--- src/rtl/fix_mult_pipe.sv ---
`default_nettype none
// ============================================================================
// Module      : fix_mult_pipe
// Description : Three-stage pipelined sign-magnitude fixed-point multiplier.
//               Inputs and outputs are N-bit sign-magnitude words with Q
//               fractional bits. The block offers selectable round-half-up
//               or truncation, saturation or wrap on overflow, an overflow
//               flag, and valid/ready flow control with backpressure.
// Revision    : 1.0 - initial pipelined release
// ============================================================================
module fix_mult_pipe #(
  parameter int Q     = 8,   // fractional bits, 1 <= Q <= N-2
  parameter int N     = 16,  // total width including sign, N >= 4
  parameter int ROUND = 1,   // 1 = round half up on magnitude, 0 = truncate
  parameter int SAT   = 1    // 1 = clamp magnitude on overflow, 0 = wrap
) (
  input  logic         clk,
  input  logic         rst_n,
  input  logic         in_valid,
  output logic         in_ready,
  input  logic [N-1:0] a,
  input  logic [N-1:0] b,
  output logic         out_valid,
  input  logic         out_ready,
  output logic [N-1:0] c,
  output logic         ovf
);

  // Magnitude width and full-precision product width. PW is exactly twice
  // MW, so the unsigned magnitude product always fits without truncation.
  localparam int MW = N - 1;
  localparam int PW = 2 * N - 2;

  // Rounding increment, one bit wider than the product so the add can
  // never drop a carry out of the top bit.
  localparam logic [PW:0]   RND_ONE = {{PW{1'b0}}, 1'b1};
  localparam logic [PW:0]   RND_ADD = (ROUND != 0) ? (RND_ONE << (Q - 1)) : '0;
  localparam logic [MW-1:0] MAG_MAX = '1;

  // --------------------------------------------------------------------------
  // Pipeline control
  // --------------------------------------------------------------------------
  // The whole pipe moves together: it advances whenever the output register
  // is empty or is being drained this cycle. Bubbles move with the data,
  // which keeps capacity at exactly three words.
  logic en;

  logic s1_valid;
  logic s2_valid;
  logic s3_valid;

  // Stage 1 data: result sign and the two operand magnitudes
  logic          s1_sign;
  logic [MW-1:0] s1_ma;
  logic [MW-1:0] s1_mb;

  // Stage 2 data: sign and full-precision magnitude product (2Q frac bits)
  logic          s2_sign;
  logic [PW-1:0] s2_prod;

  // Stage 3 data: final sign-magnitude word and overflow flag
  logic [N-1:0]  s3_c;
  logic          s3_ovf;

  assign en        = ~s3_valid | out_ready;
  assign in_ready  = en;
  assign out_valid = s3_valid;
  assign c         = s3_c;
  assign ovf       = s3_ovf;

  // --------------------------------------------------------------------------
  // Stage 1 input decode
  // --------------------------------------------------------------------------
  logic [MW-1:0] in_ma;
  logic [MW-1:0] in_mb;
  logic          in_zero;
  logic          in_sign;

  // Split operands into magnitudes and a product sign; a zero operand
  // (including negative zero) forces a positive sign.
  always_comb begin
    in_ma   = a[MW-1:0];
    in_mb   = b[MW-1:0];
    in_zero = (in_ma == '0) || (in_mb == '0);
    in_sign = (a[N-1] ^ b[N-1]) & ~in_zero;
  end

  // --------------------------------------------------------------------------
  // Stage 2 multiply
  // --------------------------------------------------------------------------
  logic [PW-1:0] mul_prod;

  // Unsigned magnitude product at full precision.
  always_comb begin
    mul_prod = PW'(s1_ma) * PW'(s1_mb);
  end

  // --------------------------------------------------------------------------
  // Stage 3 rescale, overflow detect and saturation
  // --------------------------------------------------------------------------
  logic [PW:0]   rnd_sum;
  logic [PW:0]   rsh;
  logic          r_ovf;
  logic [MW-1:0] r_low;
  logic [MW-1:0] r_mag;
  logic [N-1:0]  r_word;

  // Round (or truncate) back to Q fractional bits; anything left above the
  // magnitude field means the result does not fit in N-1 bits.
  always_comb begin
    rnd_sum = {1'b0, s2_prod} + RND_ADD;
    rsh     = rnd_sum >> Q;
    r_ovf   = |rsh[PW:MW];
    r_low   = rsh[MW-1:0];
  end

  generate
    if (SAT != 0) begin : g_sat
      // Clamp the magnitude to full scale when the product overflows.
      always_comb begin
        r_mag = r_ovf ? MAG_MAX : r_low;
      end
    end else begin : g_wrap
      // Keep only the low magnitude bits; overflow is still flagged.
      always_comb begin
        r_mag = r_low;
      end
    end
  endgenerate

  // Assemble the output word; a zero magnitude never carries a minus sign.
  always_comb begin
    r_word = {s2_sign & (r_mag != '0), r_mag};
  end

  // --------------------------------------------------------------------------
  // Registers
  // --------------------------------------------------------------------------
  // Valid bits shift as one chain whenever the pipe advances.
  always_ff @(posedge clk or negedge rst_n) begin
    if (!rst_n) begin
      s1_valid <= 1'b0;
      s2_valid <= 1'b0;
      s3_valid <= 1'b0;
    end else if (en) begin
      s1_valid <= in_valid;
      s2_valid <= s1_valid;
      s3_valid <= s2_valid;
    end
  end

  // Stage 1 data captures only real input words so idle cycles do not toggle it.
  always_ff @(posedge clk or negedge rst_n) begin
    if (!rst_n) begin
      s1_sign <= 1'b0;
      s1_ma   <= '0;
      s1_mb   <= '0;
    end else if (en && in_valid) begin
      s1_sign <= in_sign;
      s1_ma   <= in_ma;
      s1_mb   <= in_mb;
    end
  end

  // Stage 2 data captures the product of a valid stage 1 word.
  always_ff @(posedge clk or negedge rst_n) begin
    if (!rst_n) begin
      s2_sign <= 1'b0;
      s2_prod <= '0;
    end else if (en && s1_valid) begin
      s2_sign <= s1_sign;
      s2_prod <= mul_prod;
    end
  end

  // Output register; holds its word while downstream stalls.
  always_ff @(posedge clk or negedge rst_n) begin
    if (!rst_n) begin
      s3_c   <= '0;
      s3_ovf <= 1'b0;
    end else if (en && s2_valid) begin
      s3_c   <= r_word;
      s3_ovf <= r_ovf;
    end
  end

endmodule
`default_nettype wire

--- config.mk ---
export PLATFORM = sky130hd
export DESIGN_NAME = fix_mult_pipe
export DESIGN_NICKNAME = d
export VERILOG_FILES = /design/src/rtl/fix_mult_pipe.sv
export SDC_FILE = /design/constraint.sdc
export NUM_CORES = 1
export LEC_CHECK = 0
export CAP_MARGIN = 20
export CORE_ASPECT_RATIO = 1.1
export CORE_MARGIN = 2
export CORE_UTILIZATION = 55
export CTS_CLUSTER_SIZE = 12
export DETAILED_ROUTE_END_ITERATION = 8
export DONT_BUFFER_PORTS = 1
export GPL_TIMING_DRIVEN = 0
export PLACE_DENSITY = 0.68
export SYNTH_ARGS = -nofsm -noshare
export SYNTH_HDL_FRONTEND = slang
export SYNTH_SLANG_ARGS = --single-unit
--- constraint.sdc ---
create_clock -name clk -period 8.9 [get_ports clk]
set_clock_uncertainty 0.2 [all_clocks]
set_input_delay 1.78 -clock clk [delete_from_list [all_inputs] [get_ports clk]]
set_output_delay 1.78 -clock clk [all_outputs]
set_load 0.02 [all_outputs]
==> run_results.csv <==
group,metric,value,unit
outcome,status,"complete, no violations",
synth,netlist_instances,1225,
hold_path,hold_class,"register to register",
sta,tightest_slew,836,ps
sta,fmax,142,MHz
sta,hold_viol,0,
clock_tree,cts.sinks,75,
route,num_vias,8456,
global_routing,grt_pass1_wl,45700,µm
synth,synthArstFlopShare,1.00,
global_routing,grt-ovfl-total,0,
synth,synth_common_cells,"inv_1, fa_1, nand2_1",
worst_setup_path,reg2reg_depth,20,
synth,syn_avg_cell_area,9.10,µm²
worst_setup_path,reg2reg_to,"s2_prod[27]$_DFFE_PN0P_",
worst_setup_path,cp_data_arrival_time,7120,ps
synth,synth-edff-count,0,
synth,ys.warnings.count,0,
sta,fin_tns_setup,0,ps
clock_tree,cts_setup_buffers,0,
route,post_drt_wl_per_cell,18.7,µm
cells_and_area,drive_gt1_frac,0.0540,
synth,ys_types,55,
clock_tree,numCtsBuffers,9,
floorplanning,die_w,140,µm
clock_tree,htreeDepth,3,
synth,yosys-top-cells-area,"fa_1, dfrtp_1, ha_1",
placed_design,dpl.hpwl,23000,µm
synth,ys_seq_area_frac,0.168,
clock_tree,cts_root_buffer,"clkbuf_16",
worst_setup_path,r2r_setup_slack,1850,ps
route,drtPass1Iterations,5,
synth,syn-cell-area,0.0112,mm²
job,drv_cap,0,
worst_setup_path,cp-start-kind,"register",
placed_design,io_buffers,0,
clock_tree,ctsResizeCount,0,
route,route.detailed.drc,0,
sta,finalCritPeriodShare,0.792,
floorplanning,start_util,0.561,
floorplanning,rows,54,
route,first_iter_violations,611,
clock_tree,cts_tree,"yes",
synth,syn-num-nets,1519,
sta,final-setup-viol-count,0,
cells_and_area,area_growth,5.79,%
clock_tree,clock_path_buffers,2,
synth,synth-seq-cells,75,
route,routed_wl,27900,µm
worst_setup_path,critPathKind,"register to register",
placed_design,gp_congestion,0.906,
sta,rsz0062_at_grt,"no",
sta,min_period,7050,ps
floorplanning,fp.coreArea,0.0199,mm²
clock_tree,clk_pin_slew,60,ps
synth,synth_largest_area_cell,"fa_1",
floorplanning,die_h,153,µm
worst_setup_path,worstReg2RegStart,"s1_ma[8]$_DFFE_PN0P_",
route,vias_per_cell,5.66,
global_routing,grt_use_total,0.276,
global_routing,grt_max_degree,76,
route,ant_nets,0,
floorplanning,ios,55,
hold_path,hp-start,"s2_valid$_DFFE_PN0N_",
synth,yosysTopAreaCellShare,0.298,
sta,relSlewSlack,0.438,
hold_path,min_to,"out_valid$_DFFE_PN0N_",
floorplanning,die_area,0.0214,mm²
clock_tree,ctsHoldBuffers,0,
worst_setup_path,cp_max_fo,10,
synth,synthFlopType,"dfrtp_1",
hold_path,holdPathStages,2,
clock_tree,clk_latency,350,ps
sta,slew_viol_final,0,
synth,post-synth-top-count-cell,"inv_1",
global_routing,antenna_found_initial,1,
global_routing,grt_pass1_vias,8451,
worst_setup_path,critPathCaptureType,"register",
cells_and_area,nets,1530,
cells_and_area,diodes,0,
worst_setup_path,crit_required,8970,ps
-- placed cells by master, fill, tap and decap left out, types with 3 or more instances in the layout --
master / count
ha_1: 92
buf_2: 3
and3_1: 6
nor2b_1: 4
o2111ai_1: 3
a21o_1: 6
a311oi_1: 3
clkbuf_1: 52
xor2_1: 18
fa_1: 166
mux2_2: 31
nor4_1: 7
a211o_1: 3
a22oi_1: 3
a31oi_1: 14
and2_1: 134
nand4_1: 11
o31ai_1: 6
o21ai_0: 39
xnor2_1: 19
nand2_1: 154
a21oi_1: 28
inv_1: 208
nor3_1: 6
nand3_1: 20
mux2i_1: 5
nor2_1: 46
a31oi_2: 8
o211ai_1: 7
a211oi_1: 5
clkbuf_16: 9
o21a_1: 7
inv_6: 3
dfrtp_1: 75
or3_1: 3
-- flip-flops by register name, summed over array words and instances, names as in the netlist --
register   count
s2_prod       23
c             16
s1_ma         15
s1_mb         15
out_valid      1
ovf            1
s1_sign        1
s1_valid       1
s2_sign        1
s2_valid       1
-- logic make-up after synthesis --
group / Yosys count / synth area share
simple gates: 406 / 0.188
mux: 36 / 0.0358
compound gates: 145 / 0.0860
buf+inv: 268 / 0.0919
flops: 75 / 0.168
fa+ha+maj: 258 / 0.401
xor+xnor: 37 / 0.0291
-- worst max path at each step --
stage	cells past startpoint	end	from	slack, ps
2_1_floorplan	21	s2_prod[26]$_DFFE_PN0P_	s1_ma[8]$_DFFE_PN0P_	2960
3_3_place_gp	20	s2_prod[26]$_DFFE_PN0P_	s1_mb[10]$_DFFE_PN0P_	1960
3_5_place_dp	20	s2_prod[26]$_DFFE_PN0P_	s1_ma[8]$_DFFE_PN0P_	1970
4_1_cts	20	s2_prod[26]$_DFFE_PN0P_	s1_ma[6]$_DFFE_PN0P_	1950
5_1_grt	20	s2_prod[27]$_DFFE_PN0P_	s1_ma[8]$_DFFE_PN0P_	1500
6_report	20	s2_prod[27]$_DFFE_PN0P_	s1_ma[8]$_DFFE_PN0P_	1850
-- layout make-up --
type / count / area (µm²)
multi-input combinational: 882 / 8250
fill: 1837 / 8070
sequential: 75 / 1880
inverter: 208 / 781
tap: 252 / 315
buffer: 60 / 244
clock buffer: 9 / 225
clock inverter: 7 / 105
-- worst max-delay path: stages, from the launching register on --
cell and delay, ps:
dfrtp_1 650, clkbuf_1 530, nand2_1 170, fa_1 530
fa_1 510, inv_1 60, fa_1 470, fa_1 520
fa_1 570, inv_1 70, fa_1 550, inv_1 50
ha_1 270, clkbuf_1 200, a21oi_1 300, o21ai_0 200
a211oi_1 250, nor2_1 160, a211oi_1 390, o21ai_0 150
a31oi_1 170
-- per-layer routing --
| metal | up-vias | GRT usage | routed length (µm) | part of all wire |
|---|---|---|---|---|
| met4 | 0 | 0.0862 | 824 | 0.029 |
| li1 | 3903 | - | - | - |
| met3 | 44 | 0.0636 | 2210 | 0.079 |
| met2 | 298 | 0.426 | 13000 | 0.47 |
| met5 | - | 0 | 0 | 0 |
| met1 | 4211 | 0.389 | 11900 | 0.43 |
-- per-stage QoR --
step           setup slack, ps  hold WS, ps  utilization  std cells  instance area [µm²]
3_3_place_gp              1960          267        0.577       1477                11500
2_1_floorplan             2960          239            -       1225                11200
5_1_grt                   1500          305        0.594       1493                11800
6_report                  1850          287        0.594       1493                11800
3_5_place_dp              1970          268        0.577       1477                11500
4_1_cts                   1950          291        0.594       1493                11800
Power is left out: the tool's default activity adds up to more than one toggle a clock period on the data nets, which glitch-free logic cannot reach.
